### config.mk
export PLATFORM = sky130hd
export DESIGN_NAME = dotp_axil_master
export DESIGN_NICKNAME = d
export VERILOG_FILES = /design/src/rtl/dotp_axil_master.sv
export SDC_FILE = /design/constraint.sdc
export NUM_CORES = 1
export LEC_CHECK = 0
export BUFFER_PORTS_ARGS = -buffer_cell sky130_fd_sc_hd__buf_2
export CORE_MARGIN = 2
export CORE_UTILIZATION = 50
export CTS_CLUSTER_DIAMETER = 50
export CTS_CLUSTER_SIZE = 28
export DETAILED_ROUTE_END_ITERATION = 7
export GPL_ROUTABILITY_DRIVEN = 1
export GPL_TIMING_DRIVEN = 0
export PLACE_DENSITY = 0.84
export SKIP_CTS_REPAIR_TIMING = 1
export SYNTH_ARGS = -nofsm -noshare
export SYNTH_HDL_FRONTEND = slang
export SYNTH_SLANG_ARGS = --single-unit
### constraint.sdc
create_clock -name clk -period 5.4 [get_ports clk]
set_input_delay 1.35 -clock clk [delete_from_list [all_inputs] [get_ports clk]]
set_output_delay 1.35 -clock clk [all_outputs]
set_load 0.1 [all_outputs]
### src/rtl/dotp_axil_master.sv
// AXI4-Lite initiator for the dot-product accelerator: turns single-beat host
// commands into AW/W/B or AR/R transactions, one outstanding, with a watchdog.
module dotp_axil_master #(
  parameter int unsigned ADDR_W  = 32,
  parameter int unsigned DATA_W  = 32,
  parameter int unsigned TIMEOUT = 256
) (
  input  logic                clk,
  input  logic                rst,
  input  logic                cmd_valid,
  output logic                cmd_ready,
  input  logic                cmd_write,
  input  logic [ADDR_W-1:0]   cmd_addr,
  input  logic [DATA_W-1:0]   cmd_wdata,
  input  logic [DATA_W/8-1:0] cmd_wstrb,
  output logic                rsp_valid,
  input  logic                rsp_ready,
  output logic [DATA_W-1:0]   rsp_rdata,
  output logic [1:0]          rsp_resp,
  output logic                rsp_timeout,
  output logic [ADDR_W-1:0]   awaddr,
  output logic                awvalid,
  input  logic                awready,
  output logic [DATA_W-1:0]   wdata,
  output logic [DATA_W/8-1:0] wstrb,
  output logic                wvalid,
  input  logic                wready,
  input  logic [1:0]          bresp,
  input  logic                bvalid,
  output logic                bready,
  output logic [ADDR_W-1:0]   araddr,
  output logic                arvalid,
  input  logic                arready,
  input  logic [DATA_W-1:0]   rdata,
  input  logic [1:0]          rresp,
  input  logic                rvalid,
  output logic                rready,
  output logic                busy
);

  localparam int unsigned STRB_W   = DATA_W / 8;
  localparam int unsigned CNT_W    = (TIMEOUT > 0) ? $clog2(TIMEOUT + 1) : 1;
  localparam int unsigned CNT_LAST = (TIMEOUT > 0) ? TIMEOUT - 1 : 0;

  typedef enum logic [2:0] {
    IDLE  = 3'd0,
    WADDR = 3'd1,
    WRESP = 3'd2,
    RADDR = 3'd3,
    RDATA = 3'd4,
    RESP  = 3'd5
  } state_e;

  state_e              state_q, state_d;
  logic [CNT_W-1:0]    cnt_q, cnt_d;
  logic [ADDR_W-1:0]   addr_q, addr_d;
  logic [DATA_W-1:0]   wdata_q, wdata_d;
  logic [STRB_W-1:0]   wstrb_q, wstrb_d;
  logic                awvalid_q, awvalid_d;
  logic                wvalid_q, wvalid_d;
  logic                bready_q, bready_d;
  logic                arvalid_q, arvalid_d;
  logic                rready_q, rready_d;
  logic                rsp_valid_q, rsp_valid_d;
  logic                rsp_timeout_q, rsp_timeout_d;
  logic [1:0]          rsp_resp_q, rsp_resp_d;
  logic [DATA_W-1:0]   rsp_rdata_q, rsp_rdata_d;

  logic aw_hs, w_hs, wr_done, expire;

  always_comb begin
    state_d       = state_q;
    addr_d        = addr_q;
    wdata_d       = wdata_q;
    wstrb_d       = wstrb_q;
    awvalid_d     = awvalid_q;
    wvalid_d      = wvalid_q;
    bready_d      = bready_q;
    arvalid_d     = arvalid_q;
    rready_d      = rready_q;
    rsp_valid_d   = rsp_valid_q;
    rsp_timeout_d = rsp_timeout_q;
    rsp_resp_d    = rsp_resp_q;
    rsp_rdata_d   = rsp_rdata_q;
    cnt_d         = '0;

    aw_hs   = awvalid_q & awready;
    w_hs    = wvalid_q & wready;
    // A channel counts as done if it already handshook or does so this edge.
    wr_done = (~awvalid_q | aw_hs) & (~wvalid_q | w_hs);
    expire  = (TIMEOUT != 0) && (cnt_q == CNT_W'(CNT_LAST));

    unique case (state_q)
      IDLE: begin
        if (cmd_valid) begin
          addr_d  = cmd_addr;
          wdata_d = cmd_wdata;
          wstrb_d = cmd_wstrb;
          if (cmd_write) begin
            state_d   = WADDR;
            awvalid_d = 1'b1;
            wvalid_d  = 1'b1;
          end else begin
            state_d   = RADDR;
            arvalid_d = 1'b1;
          end
        end
      end
      WADDR: begin
        if (aw_hs) awvalid_d = 1'b0;
        if (w_hs)  wvalid_d  = 1'b0;
        if (wr_done) begin
          state_d  = WRESP;
          bready_d = 1'b1;
        end
      end
      WRESP: begin
        if (bvalid) begin
          state_d       = RESP;
          bready_d      = 1'b0;
          rsp_valid_d   = 1'b1;
          rsp_timeout_d = 1'b0;
          rsp_resp_d    = bresp;
          rsp_rdata_d   = '0;
        end
      end
      RADDR: begin
        if (arready) begin
          state_d   = RDATA;
          arvalid_d = 1'b0;
          rready_d  = 1'b1;
        end
      end
      RDATA: begin
        if (rvalid) begin
          state_d       = RESP;
          rready_d      = 1'b0;
          rsp_valid_d   = 1'b1;
          rsp_timeout_d = 1'b0;
          rsp_resp_d    = rresp;
          rsp_rdata_d   = rdata;
        end
      end
      RESP: begin
        if (rsp_ready) begin
          state_d       = IDLE;
          rsp_valid_d   = 1'b0;
          rsp_timeout_d = 1'b0;
        end
      end
      default: state_d = IDLE;
    endcase

    // Watchdog only fires if the wait state did not complete on this edge.
    if (expire && (state_d == state_q) &&
        (state_q == WADDR || state_q == WRESP ||
         state_q == RADDR || state_q == RDATA)) begin
      state_d       = RESP;
      awvalid_d     = 1'b0;
      wvalid_d      = 1'b0;
      bready_d      = 1'b0;
      arvalid_d     = 1'b0;
      rready_d      = 1'b0;
      rsp_valid_d   = 1'b1;
      rsp_timeout_d = 1'b1;
      rsp_resp_d    = '0;
      rsp_rdata_d   = '0;
    end

    if ((state_d == state_q) &&
        (state_q == WADDR || state_q == WRESP ||
         state_q == RADDR || state_q == RDATA)) begin
      cnt_d = cnt_q + CNT_W'(1);
    end
  end

  always_ff @(posedge clk or negedge rst) begin
    if (!rst) begin
      state_q       <= IDLE;
      cnt_q         <= '0;
      addr_q        <= '0;
      wdata_q       <= '0;
      wstrb_q       <= '0;
      awvalid_q     <= 1'b0;
      wvalid_q      <= 1'b0;
      bready_q      <= 1'b0;
      arvalid_q     <= 1'b0;
      rready_q      <= 1'b0;
      rsp_valid_q   <= 1'b0;
      rsp_timeout_q <= 1'b0;
      rsp_resp_q    <= '0;
      rsp_rdata_q   <= '0;
    end else begin
      state_q       <= state_d;
      cnt_q         <= cnt_d;
      addr_q        <= addr_d;
      wdata_q       <= wdata_d;
      wstrb_q       <= wstrb_d;
      awvalid_q     <= awvalid_d;
      wvalid_q      <= wvalid_d;
      bready_q      <= bready_d;
      arvalid_q     <= arvalid_d;
      rready_q      <= rready_d;
      rsp_valid_q   <= rsp_valid_d;
      rsp_timeout_q <= rsp_timeout_d;
      rsp_resp_q    <= rsp_resp_d;
      rsp_rdata_q   <= rsp_rdata_d;
    end
  end

  assign cmd_ready   = (state_q == IDLE);
  assign busy        = (state_q != IDLE);
  assign awaddr      = addr_q;
  assign araddr      = addr_q;
  assign wdata       = wdata_q;
  assign wstrb       = wstrb_q;
  assign awvalid     = awvalid_q;
  assign wvalid      = wvalid_q;
  assign bready      = bready_q;
  assign arvalid     = arvalid_q;
  assign rready      = rready_q;
  assign rsp_valid   = rsp_valid_q;
  assign rsp_timeout = rsp_timeout_q;
  assign rsp_resp    = rsp_resp_q;
  assign rsp_rdata   = rsp_rdata_q;

endmodule

==> impl_metrics.yaml <==
detailed_routing:
  drt_pass1_iterations: 4
  drc: 0
  post_drt_wl_per_cell_um: 16.90
  drtAntennaViolNets: 0
  drt_wl_total_um: 13620
  vias: 4161
  vias_per_cell: 5.163
  drtIter0Drc: 243
min_path:
  hold_class: "register to register"
  hold_depth: 1
global_route:
  grt_use_met1_pct: 27.82
  grt_util_met3_pct: 6.018
  antenna_found_initial: 0
  grt_pass1_vias: 4305
  grt_max_degree: 70
  met2_usage_pct: 44.18
  grt_pass1_wl_um: 21620
  grt_use_total_pct: 24.41
  busiest_layer: "met2"
  grt-ovfl-total: 0
synth:
  yosysWarnings: 0
  netlist_area_um2: 5304
  yosysSeqAreaShare_pct: 57.09
  synth.distinct_cells: 54
  syn_nets: 498
  yosys_register_bits: 121
  avgSynthCellArea_um2: 13.88
  synth_cells: 382
status:
  status: "finished clean"
run:
  cap_viol_max_count: 0
finish:
  synthToLayoutAreaGrowth_pct: 39.68
  final_common_cell: "buf_2"
  drive_gt1_share_pct: 52.99
  diodes: 0
  nets: 774
  final_cell_mix: "buf_2, dfrtp_1, mux2_1"
worst_setup_path:
  crit_path_end_kind: "primary output"
  worstSetupPathType: "register to primary output"
  crit_arrival_ns: 1.85
  crit_chain: "buf_4, nor3_2, buf_2"
  required_ns: 4.05
  r2r_cells: 8
  cpPeakStageDelay_ns: 0.49
  cp_max_fo: 10
  start_kind: "register"
  cp_slowest_cell: "buf_2"
floorplan:
  core-area_um2: 10320
  die_area_um2: 11450
  rows: 37
  die_x_um: 107.0
  die_y_um: 107.0
  initial_core_util_pct: 51.38
  io_pins: 257
clock_network:
  cts_buffers: 17
  h-tree-depth: 4
  cts_sinks: 121
  cts_buffer_depth: 2
  cts-root-buf: "clkbuf_8"
  insertion_delay_ns: 0.51
  clkTransAtPathRegs_ns: 0.06
  cts_tree: "yes"
timing:
  rsz0062_at_grt: "no"
  finalClockSkew_ns: 0.007255
  setup_viol: 0
  fin_hold_ws_ns: 0.4778
  fmax_mhz: 312.3
  worstMarginPinSlew_ns: 0.6365
  setup_tns_ns: 0
  final_max_slew_viol_count: 0
  min_period_over_period_pct: 59.29
  period_needed_ns: 3.202
  slew_headroom_pct: 57.33
  hold_viol_final: 0
placed_design:
  routabilityCongestion: 0.8738
  place_hpwl_um: 10230
  port_buffers: 256
## cell families after synthesis
family,count (synthesis),synth area share [%]
AOI/OAI and AO/OA,63,11.16
xor gates and xnor gates,6,0.9910
adders and majority gates,2,0.4717
buffers and inverters,63,8.493
DFF,121,57.09
muxes,73,15.40
and+or+nand+nor,54,6.393
## Yosys cell counts (all sizes together)
cell type  instances  area, um^2
a211o              2       17.52
a211oi             3       22.52
a21o               1       7.510
a21oi              8       43.79
a221oi             1       26.28
a22oi              2       28.78
a311oi             1       15.01
a31oi              1       6.260
a32o              32       320.3
a41oi              1       8.760
and2               1       6.260
and2b              1       10.01
and3               3       18.77
and4bb             1       12.51
buf               55       420.4
dfrtp            121        3028
ha                 2       25.02
inv                8       30.03
mux2              69       777.0
mux2i              4       40.04
nand2              4       15.01
nand2b             7       43.79
nand3              5       25.02
nand4              1       6.260
nor2              10       47.55
nor2b              3       18.77
nor3              12       81.33
nor3b              1       12.51
nor4               2       18.77
nor4bb             1       10.01
o2111ai            1       8.760
o21a               2       15.01
o21ai              3       15.01
o2bb2ai            1       8.760
o311ai             2       17.52
o31a               1       8.760
o31ai              1       21.27
or2                1       6.260
or3                1       6.260
xnor2              3       26.28
xor2               3       26.28
## cell type report
| type | count | area (um^2) |
|---|---|---|
| flip-flops and latches | 121 | 3028 |
| fillers | 713 | 2915 |
| multi-input cells | 198 | 1826 |
| repair buffers | 257 | 1315 |
| clock buffers | 24 | 480.5 |
| plain buffers | 55 | 420.4 |
| well taps | 136 | 170.2 |
| clock inverters | 7 | 138.9 |
| inverters | 8 | 30.03 |
## through the flow
step | setup slack, ns | instance area (um^2) | util [%] | cells
after floorplan | 1.381 | 5304 | - | 382
after global placement | 1.563 | 6755 | 65.43 | 774
after detailed placement | 2.701 | 6789 | 65.76 | 775
final | 2.198 | 7408 | 71.76 | 806
after global routing | 2.139 | 7408 | 71.76 | 806
after CTS | 2.190 | 7408 | 71.76 | 806
## final timing paths
check / end / start / slack [ns]
hold reg to reg: wdata[17] / wdata[17] / 0.48
hold / removal: wdata[17] / wdata[17] / 0.48
setup / recovery: cmd_ready / state_q[0] / 2.20
min in group asynchronous: wdata[27] / rst / 0.80
max in group asynchronous: wdata[7] / rst / 3.90
setup reg to reg: cnt_q[5] / cnt_q[0] / 3.01
## sequential cells by signal, summed over array words and instances (netlist names)
signal,flops
rsp_resp,2
rsp_rdata,32
rready,1
wvalid,1
rsp_timeout,1
bready,1
wdata,32
wstrb,4
araddr,32
awvalid,1
arvalid,1
state_q,3
rsp_valid,1
cnt_q,9
## worst max-delay path: cells and delay by family (launching register included)
| kind | cells | cell delay (ns) |
|---|---|---|
| buffers and inverters | 2 | 0.68 |
| and+or+nand+nor | 1 | 0.29 |
| DFF | 1 | 0.38 |
## per-layer routing
metal	up-vias	routed length (um)
met2	165	7344
met3	24	751
li1	1921	-
met4	0	314
met5	-	0
met1	2051	5210
Power is left out: the tool's default activity adds up to more than one toggle a clock period on the data nets, which glitch-free logic cannot reach.
